--- config.mk ---
export PLATFORM = sky130hd
export DESIGN_NAME = mem_arbiter
export DESIGN_NICKNAME = d
export VERILOG_FILES = /design/src/rtl/mem_arbiter_pkg.sv /design/src/rtl/mem_arb_pick.sv /design/src/rtl/mem_arbiter.sv
export SDC_FILE = /design/constraint.sdc
export NUM_CORES = 1
export LEC_CHECK = 0
export ABC_AREA = 1
export CAP_MARGIN = 20
export CORE_MARGIN = 4
export CORE_UTILIZATION = 47
export CTS_CLUSTER_SIZE = 20
export DETAILED_ROUTE_END_ITERATION = 7
export PLACE_DENSITY = 0.93
export SYNTH_ARGS = -nofsm -noshare
export SYNTH_HDL_FRONTEND = slang
export SYNTH_HIERARCHICAL = 1
export SYNTH_SLANG_ARGS = --single-unit
--- constraint.sdc ---
create_clock -name clk -period 3 [get_ports clk]
set_input_delay 0.9 -clock clk [delete_from_list [all_inputs] [get_ports clk]]
set_output_delay 0.9 -clock clk [all_outputs]
set_load 0.01 [all_outputs]
--- src/rtl/mem_arbiter_pkg.sv ---
// -----------------------------------------------------------------------------
// mem_arbiter_pkg
// Shared definitions for the unified-memory arbiter: FSM state encoding,
// owner encoding, default geometry/latency constants and a small helper that
// sizes counters from their maximum value.
// -----------------------------------------------------------------------------
package mem_arbiter_pkg;

  // Geometry matches the core's instruction/data width (ISIZE = 16).
  localparam int DEF_ASIZE      = 16;
  localparam int DEF_DSIZE      = 16;
  localparam int DEF_MEM_LAT    = 2;
  localparam int DEF_STARVE_MAX = 3;

  // Wait counter width; covers the full legal MEM_LAT range of 1..15.
  localparam int LAT_W = 4;

  typedef enum logic [1:0] {
    IDLE  = 2'd0,
    ISSUE = 2'd1,
    WAIT  = 2'd2,
    RESP  = 2'd3
  } arbState_t;

  typedef enum logic {
    OWN_IF = 1'b0,
    OWN_DM = 1'b1
  } owner_t;

  // Bits needed to hold 0..maxVal (at least one bit).
  function automatic int cntWidth(input int maxVal);
    return (maxVal < 2) ? 1 : $clog2(maxVal + 1);
  endfunction

endpackage

--- src/rtl/mem_arb_pick.sv ---
// -----------------------------------------------------------------------------
// mem_arb_pick
// Owner selector for the memory arbiter plus the saturating starve counter
// that stops a stream of data accesses from locking out instruction fetch.
//
// Ports:
//   clk, rst_n   clock (rising edge), asynchronous active-low reset
//   pickEn       arbiter is in IDLE and at least one request is present
//   idle         arbiter is in IDLE
//   ifReq/dmReq  current fetch / data request levels
//   pickDm       combinational decision: 1 = DM wins this pick
//   owner        registered owner of the transaction in flight
//   starveCnt    consecutive DM grants taken while IF was waiting
// -----------------------------------------------------------------------------
module mem_arb_pick
  import mem_arbiter_pkg::*;
#(
  parameter int STARVE_MAX = DEF_STARVE_MAX
) (
  input  logic                                clk,
  input  logic                                rst_n,
  input  logic                                pickEn,
  input  logic                                idle,
  input  logic                                ifReq,
  input  logic                                dmReq,
  output logic                                pickDm,
  output owner_t                              owner,
  output logic [cntWidth(STARVE_MAX)-1:0]     starveCnt
);

  localparam int SW = cntWidth(STARVE_MAX);

  logic starved;
  logic forceIf;

  assign starved = (starveCnt == SW'(STARVE_MAX));
  // DM is the older instruction and normally wins; IF wins only once it has
  // been passed over STARVE_MAX times in a row.
  assign forceIf = ifReq && starved;
  assign pickDm  = dmReq && !forceIf;

  always_ff @(posedge clk or negedge rst_n) begin
    if (!rst_n) begin
      owner     <= OWN_IF;
      starveCnt <= '0;
    end else if (pickEn) begin
      if (pickDm) begin
        owner <= OWN_DM;
        if (!ifReq) begin
          starveCnt <= '0;
        end else if (!starved) begin
          starveCnt <= starveCnt + SW'(1);
        end
      end else begin
        owner     <= OWN_IF;
        starveCnt <= '0;
      end
    end else if (idle && !ifReq) begin
      starveCnt <= '0;
    end
  end

endmodule

--- src/rtl/mem_arbiter.sv ---
// -----------------------------------------------------------------------------
// mem_arbiter
// Shares the single-ported unified memory between instruction fetch (IF) and
// the MEM-stage data port (DM). Each access runs IDLE -> ISSUE -> WAIT -> RESP:
// one mem_en cycle, MEM_LAT cycles of latency, then a one-cycle ack carrying
// the read data. Stall requests are raised while a request is unacknowledged.
//
// Ports:
//   clk, rst_n              clock (rising edge), asynchronous active-low reset
//   if_req/if_addr          fetch request (level, held until if_ack) + address
//   if_rdata/if_ack         fetched word, valid during the one-cycle if_ack
//   dm_req/dm_we/dm_addr    data request (level), 1 = store, address
//   dm_wdata                store data
//   dm_rdata/dm_ack         load data, valid during the one-cycle dm_ack
//   mem_en/mem_we           registered memory enable / write enable
//   mem_addr/mem_wdata      registered memory address / write data
//   mem_rdata               memory read data, valid MEM_LAT cycles after mem_en
//   stall_if/stall_mem      pipeline stall requests
// -----------------------------------------------------------------------------
module mem_arbiter
  import mem_arbiter_pkg::*;
#(
  parameter int ASIZE      = DEF_ASIZE,
  parameter int DSIZE      = DEF_DSIZE,
  parameter int MEM_LAT    = DEF_MEM_LAT,
  parameter int STARVE_MAX = DEF_STARVE_MAX
) (
  input  logic             clk,
  input  logic             rst_n,
  input  logic             if_req,
  input  logic [ASIZE-1:0] if_addr,
  output logic [DSIZE-1:0] if_rdata,
  output logic             if_ack,
  input  logic             dm_req,
  input  logic             dm_we,
  input  logic [ASIZE-1:0] dm_addr,
  input  logic [DSIZE-1:0] dm_wdata,
  output logic [DSIZE-1:0] dm_rdata,
  output logic             dm_ack,
  output logic             mem_en,
  output logic             mem_we,
  output logic [ASIZE-1:0] mem_addr,
  output logic [DSIZE-1:0] mem_wdata,
  input  logic [DSIZE-1:0] mem_rdata,
  output logic             stall_if,
  output logic             stall_mem
);

  arbState_t                       state;
  logic [LAT_W-1:0]                waitCnt;
  logic                            cancelled;
  logic                            isStore;
  logic                            anyReq;
  logic                            pickEn;
  logic                            pickDm;
  logic                            ownerReq;
  owner_t                          owner;
  logic [cntWidth(STARVE_MAX)-1:0] starveCnt;

  assign anyReq = if_req || dm_req;
  assign pickEn = (state == IDLE) && anyReq;

  mem_arb_pick #(
    .STARVE_MAX (STARVE_MAX)
  ) u_pick (
    .clk       (clk),
    .rst_n     (rst_n),
    .pickEn    (pickEn),
    .idle      (state == IDLE),
    .ifReq     (if_req),
    .dmReq     (dm_req),
    .pickDm    (pickDm),
    .owner     (owner),
    .starveCnt (starveCnt)
  );

  // Request level of whoever owns the transaction in flight; dropping it
  // before the response squashes the ack (branch/JR fetch cancel).
  assign ownerReq = (owner == OWN_DM) ? dm_req : if_req;

  assign stall_if  = if_req & ~if_ack;
  assign stall_mem = dm_req & ~dm_ack;

  always_ff @(posedge clk or negedge rst_n) begin
    if (!rst_n) begin
      state     <= IDLE;
      mem_en    <= 1'b0;
      mem_we    <= 1'b0;
      mem_addr  <= '0;
      mem_wdata <= '0;
      if_rdata  <= '0;
      dm_rdata  <= '0;
      if_ack    <= 1'b0;
      dm_ack    <= 1'b0;
      waitCnt   <= '0;
      cancelled <= 1'b0;
      isStore   <= 1'b0;
    end else begin
      // Acks are single-cycle pulses.
      if_ack <= 1'b0;
      dm_ack <= 1'b0;
      case (state)
        IDLE: begin
          if (anyReq) begin
            state     <= ISSUE;
            mem_en    <= 1'b1;
            cancelled <= 1'b0;
            if (pickDm) begin
              mem_we    <= dm_we;
              isStore   <= dm_we;
              mem_addr  <= dm_addr;
              mem_wdata <= dm_wdata;
            end else begin
              mem_we    <= 1'b0;
              isStore   <= 1'b0;
              mem_addr  <= if_addr;
            end
          end
        end
        ISSUE: begin
          // The memory sees the access during this cycle only.
          mem_en  <= 1'b0;
          mem_we  <= 1'b0;
          waitCnt <= LAT_W'(MEM_LAT);
          if (!ownerReq) begin
            cancelled <= 1'b1;
          end
          state <= WAIT;
        end
        WAIT: begin
          waitCnt <= waitCnt - LAT_W'(1);
          if (waitCnt == LAT_W'(1)) begin
            // mem_rdata is valid now, MEM_LAT cycles after the ISSUE cycle.
            state <= RESP;
            if (ownerReq && !cancelled) begin
              if (owner == OWN_IF) begin
                if_rdata <= mem_rdata;
                if_ack   <= 1'b1;
              end else begin
                if (!isStore) begin
                  dm_rdata <= mem_rdata;
                end
                dm_ack <= 1'b1;
              end
            end
          end else if (!ownerReq) begin
            cancelled <= 1'b1;
          end
        end
        RESP: begin
          state <= IDLE;
        end
        default: begin
          state <= IDLE;
        end
      endcase
    end
  end

endmodule

==> summary.txt <==
Global routing
  – Global Route Usage Sum: 21.1%
  – Initial antenna violation count: 0
  – Pin count of the biggest net entering global routing: 80
  – Vias in the first global route: 3144
  – Gr ovfl total: 0
  – First-pass GRT wire length: 14.8 mm

Hold path
  – Hold_sp: mem_wdata[7]
  – WHS Endpoint: mem_wdata[7]
  – Hold crit path type: flop to flop
  – Hold Path Stages: 2

Route
  – Number of detailed-route iterations in the first pass: 4
  – Starting DRT DRC Count: 94
  – Post-route ant nets: 0
  – Vias/cell: 4.96
  – Vias: 2990
  – WL/cell: 15.4 µm
  – Final wirelength: 9.27 mm
  – DRC: 0

Worst setup path
  – Crit path max fanout: 2
  – Worst Reg2Reg Path Length in Cells: 7
  – CP max stage cell: clkdlybuf4s50_1
  – Critical path buffers and inverters: 3
  – Setup CP Type: input port to primary output
  – R2R Setup Slk: 1.25 ns
  – Crit path capture type: primary output
  – Crit-path leading delay family: buffers and inverters
  – Reg2reg end: mem_addr[9]
  – FF-to-FF Start: state[0]
  – CP required: 2.10 ns
  – CP startpoint kind: input port
  – Slowest stage delay, CP: 0.49 ns
  – Cell-by-cell trace of the critical path: clkdlybuf4s50_1 > inv_1 > nor2_1 > dlymetal6s2s_1
  – WP data arrival: 1.70 ns

Floorplan
  – Core Area: 7370 µm²
  – Initial Util: 49.2%
  – Ports: 139
  – Die W: 95.8 µm
  – Die Span Y: 95.8 µm
  – DIE AREA: 9180 µm²
  – Row Count: 31

Synthesis
  – Register area share after synthesis: 54.6%
  – Post-synthesis cell type count: 28
  – Top cells by instance count after synthesis: dfrtp_1, nand2_1, o21ai_2
  – Mapped cell area: 3620 µm²
  – Synth area leader: dfrtp_1
  – Synth Flop Type: dfrtp_1
  – Synth async-reset ratio: 100%
  – Mapped Cells: 360
  – Number of flops mapped to enable cells by yosys: 0
  – Cells taking the most area after synthesis: dfrtp_1, o21ai_2, nand2_1
  – Top-count cell post-synth: dfrtp_1
  – Seq cells post-synth: 79
  – Syn_area_per_cell: 10.1 µm²
  – Share of the synthesized area in the top cell type: 54.6%
  – Yosys warns: 6
  – Post-Syn Nets: 437

Pwr
  – Static leakage: 2.48 nW
  – Switch Pwr: 1.51 mW
  – Share of power burned in registers: 37.4%
  – Internal power: 2.87 mW
  – Power density over cell area: 829 nW/µm²
  – Switching Fraction: 34.5%
  – Clk pwr share: 21.5%
  – Worst VDD drop: 417 µV
  – Comb pwr share: 41.1%

STA
  – RSZ-0062 raised after global routing: no
  – Fin crit period: 2.60 ns
  – FMAX: 0.384 GHz
  – # setup viols final: 0
  – WHS: 0.476 ns
  – Rel. slew slack: 34.0%
  – Final Cycle Share: 86.8%
  – Clk_skew: 0.0161 ns
  – Worst slew pin tran: 0.989 ns
  – Hold Violations, Final: 0
  – Setup TNS: 0 ns
  – Final Max Tran Viols: 0

Clock tree
  – Htree depth: 3
  – Skew-Pair Late Insertion Delay: 0.35 ns
  – Clock buffer depth: 2
  – Setup bufs post-CTS: 0
  – CTS buffer count: 9
  – Hold-fix buffers at CTS: 0
  – CTS clk-pin slew, worst paths: 0.07 ns
  – TritonCTS clock tree: done
  – Sinks on Clock Net: 79
  – Root Buffer: clkbuf_8

Cells and area
  – Fin nets: 576
  – Multi-input combinational cell area: 1370 µm²
  – Fill cell count: 542
  – Total area of sequential cells: 1980 µm²
  – Syn-to-layout area delta: 46.1%
  – Share of cells above drive strength 1: 14.5%
  – N_diodes: 0

Status
  – Status: finished, final reports clean

Placed design
  – IO Port Bufs: 138
  – Placer congestion estimate: 0.803
  – HPWL after DPL: 6.74 mm

Job
  – Reported max-cap violation count: 0
[tightest hold or removal path: stages, from the launching register on]
cell	delay, ns
dfrtp_1	0.34
nand2_1	0.05
nand2_1	0.05
[per-stage QoR]
step / cell area, µm² / instances / worst slack (ns) / util, % / total power, mW
floorplan: 3620 / 360 / 0.981 / - / 2.57
finish: 5290 / 603 / 0.397 / 71.8 / 4.39
detailed placement: 5050 / 587 / 0.0196 / 68.5 / 3.48
CTS: 5290 / 603 / 0.00638 / 71.7 / 4.43
global placement: 5050 / 587 / 0.0538 / 68.5 / 3.38
global route: 5290 / 603 / 0.348 / 71.8 / 4.67
[cell usage in the layout (no fill, tap or decap)]
master / Yosys / routed
inv_1: 30 / 30
o21ai_0: 8 / 8
nor2_8: 1 / 1
nor2_4: 2 / 2
dlymetal6s2s_1: 0 / 2
nand4_1: 3 / 3
nand3_1: 22 / 22
bufinv_16: 0 / 3
nor2_1: 24 / 24
nand3_2: 2 / 2
mux2i_1: 16 / 16
and2_1: 1 / 1
ha_1: 8 / 8
nand2_2: 5 / 5
nor2_2: 2 / 2
o21ai_1: 2 / 2
a21oi_1: 18 / 18
clkbuf_1: 0 / 1
nor4_1: 1 / 1
clkbuf_8: 0 / 9
a31oi_1: 2 / 2
o21ai_2: 34 / 34
clkinv_2: 0 / 2
clkdlybuf4s50_1: 0 / 135
buf_12: 0 / 2
nand2_4: 1 / 1
inv_2: 2 / 2
nand2_1: 77 / 77
clkinv_4: 0 / 1
nand3b_1: 2 / 2
buf_4: 5 / 6
dfrtp_1: 79 / 79
nor3_2: 1 / 1
[worst max-delay path by stage]
stage | startpoint | end | slack [ns] | cells after the start
detailed placement | dm_req | stall_mem | 0.02 | 4
finish | dm_req | stall_mem | 0.40 | 4
floorplan | if_req | stall_if | 0.98 | 2
global placement | dm_req | stall_mem | 0.05 | 4
global route | if_req | stall_if | 0.35 | 4
CTS | dm_req | stall_mem | 0.006 | 4
[power by group through the flow]
stage	Sequential (mW)	Clock, mW	Combinational (mW)
finish	1.64	0.942	1.80
global route	1.68	1.01	1.98
CTS	1.64	0.957	1.83
detailed placement	1.66	0	1.82
global placement	1.64	0	1.74
floorplan	1.77	0	0.808
[state kept, by name, indices dropped and copies added (netlist names), 2 cells and up]
signal	flops
dm_rdata	16
waitCnt	4
mem_wdata	16
u_pick/starveCnt	2
if_rdata	16
state	2
mem_addr	16
[metal layers]
metal | up-vias | part of all wire (%) | track usage, %
met5 | - | 0 | 0
met4 | 0 | 2.9 | 9.72
met3 | 22 | 4.3 | 4.46
met2 | 76 | 54 | 37.4
met1 | 1444 | 39 | 24.2
li1 | 1448 | - | -
[repair_timing]
item / 4_1_cts / 5_1_grt
resized for setup: 0 / 2
hold endpoints to repair: 0 / 0
endpoints found under the setup margin: 0 / 2
[area by class of cell]
type	instances	share of cell area (%)
well taps	99	2.34
clock buffers	10	2.41
repair buffers	145	27.6
multi-input cells	232	26.0
flip-flops and latches	79	37.4
clock inverters	6	2.06
inverters	32	2.27
[cell families after synthesis]
| logic type | synth area share, % |
|---|---|
| buffers and inverters | 7.53 |
| DFF | 54.6 |
| muxes | 4.42 |
| and+or+nand+nor | 18.3 |
| AOI/OAI and AO/OA | 12.4 |
| adders and majority gates | 2.76 |
(Power assumes the default switching activity.)
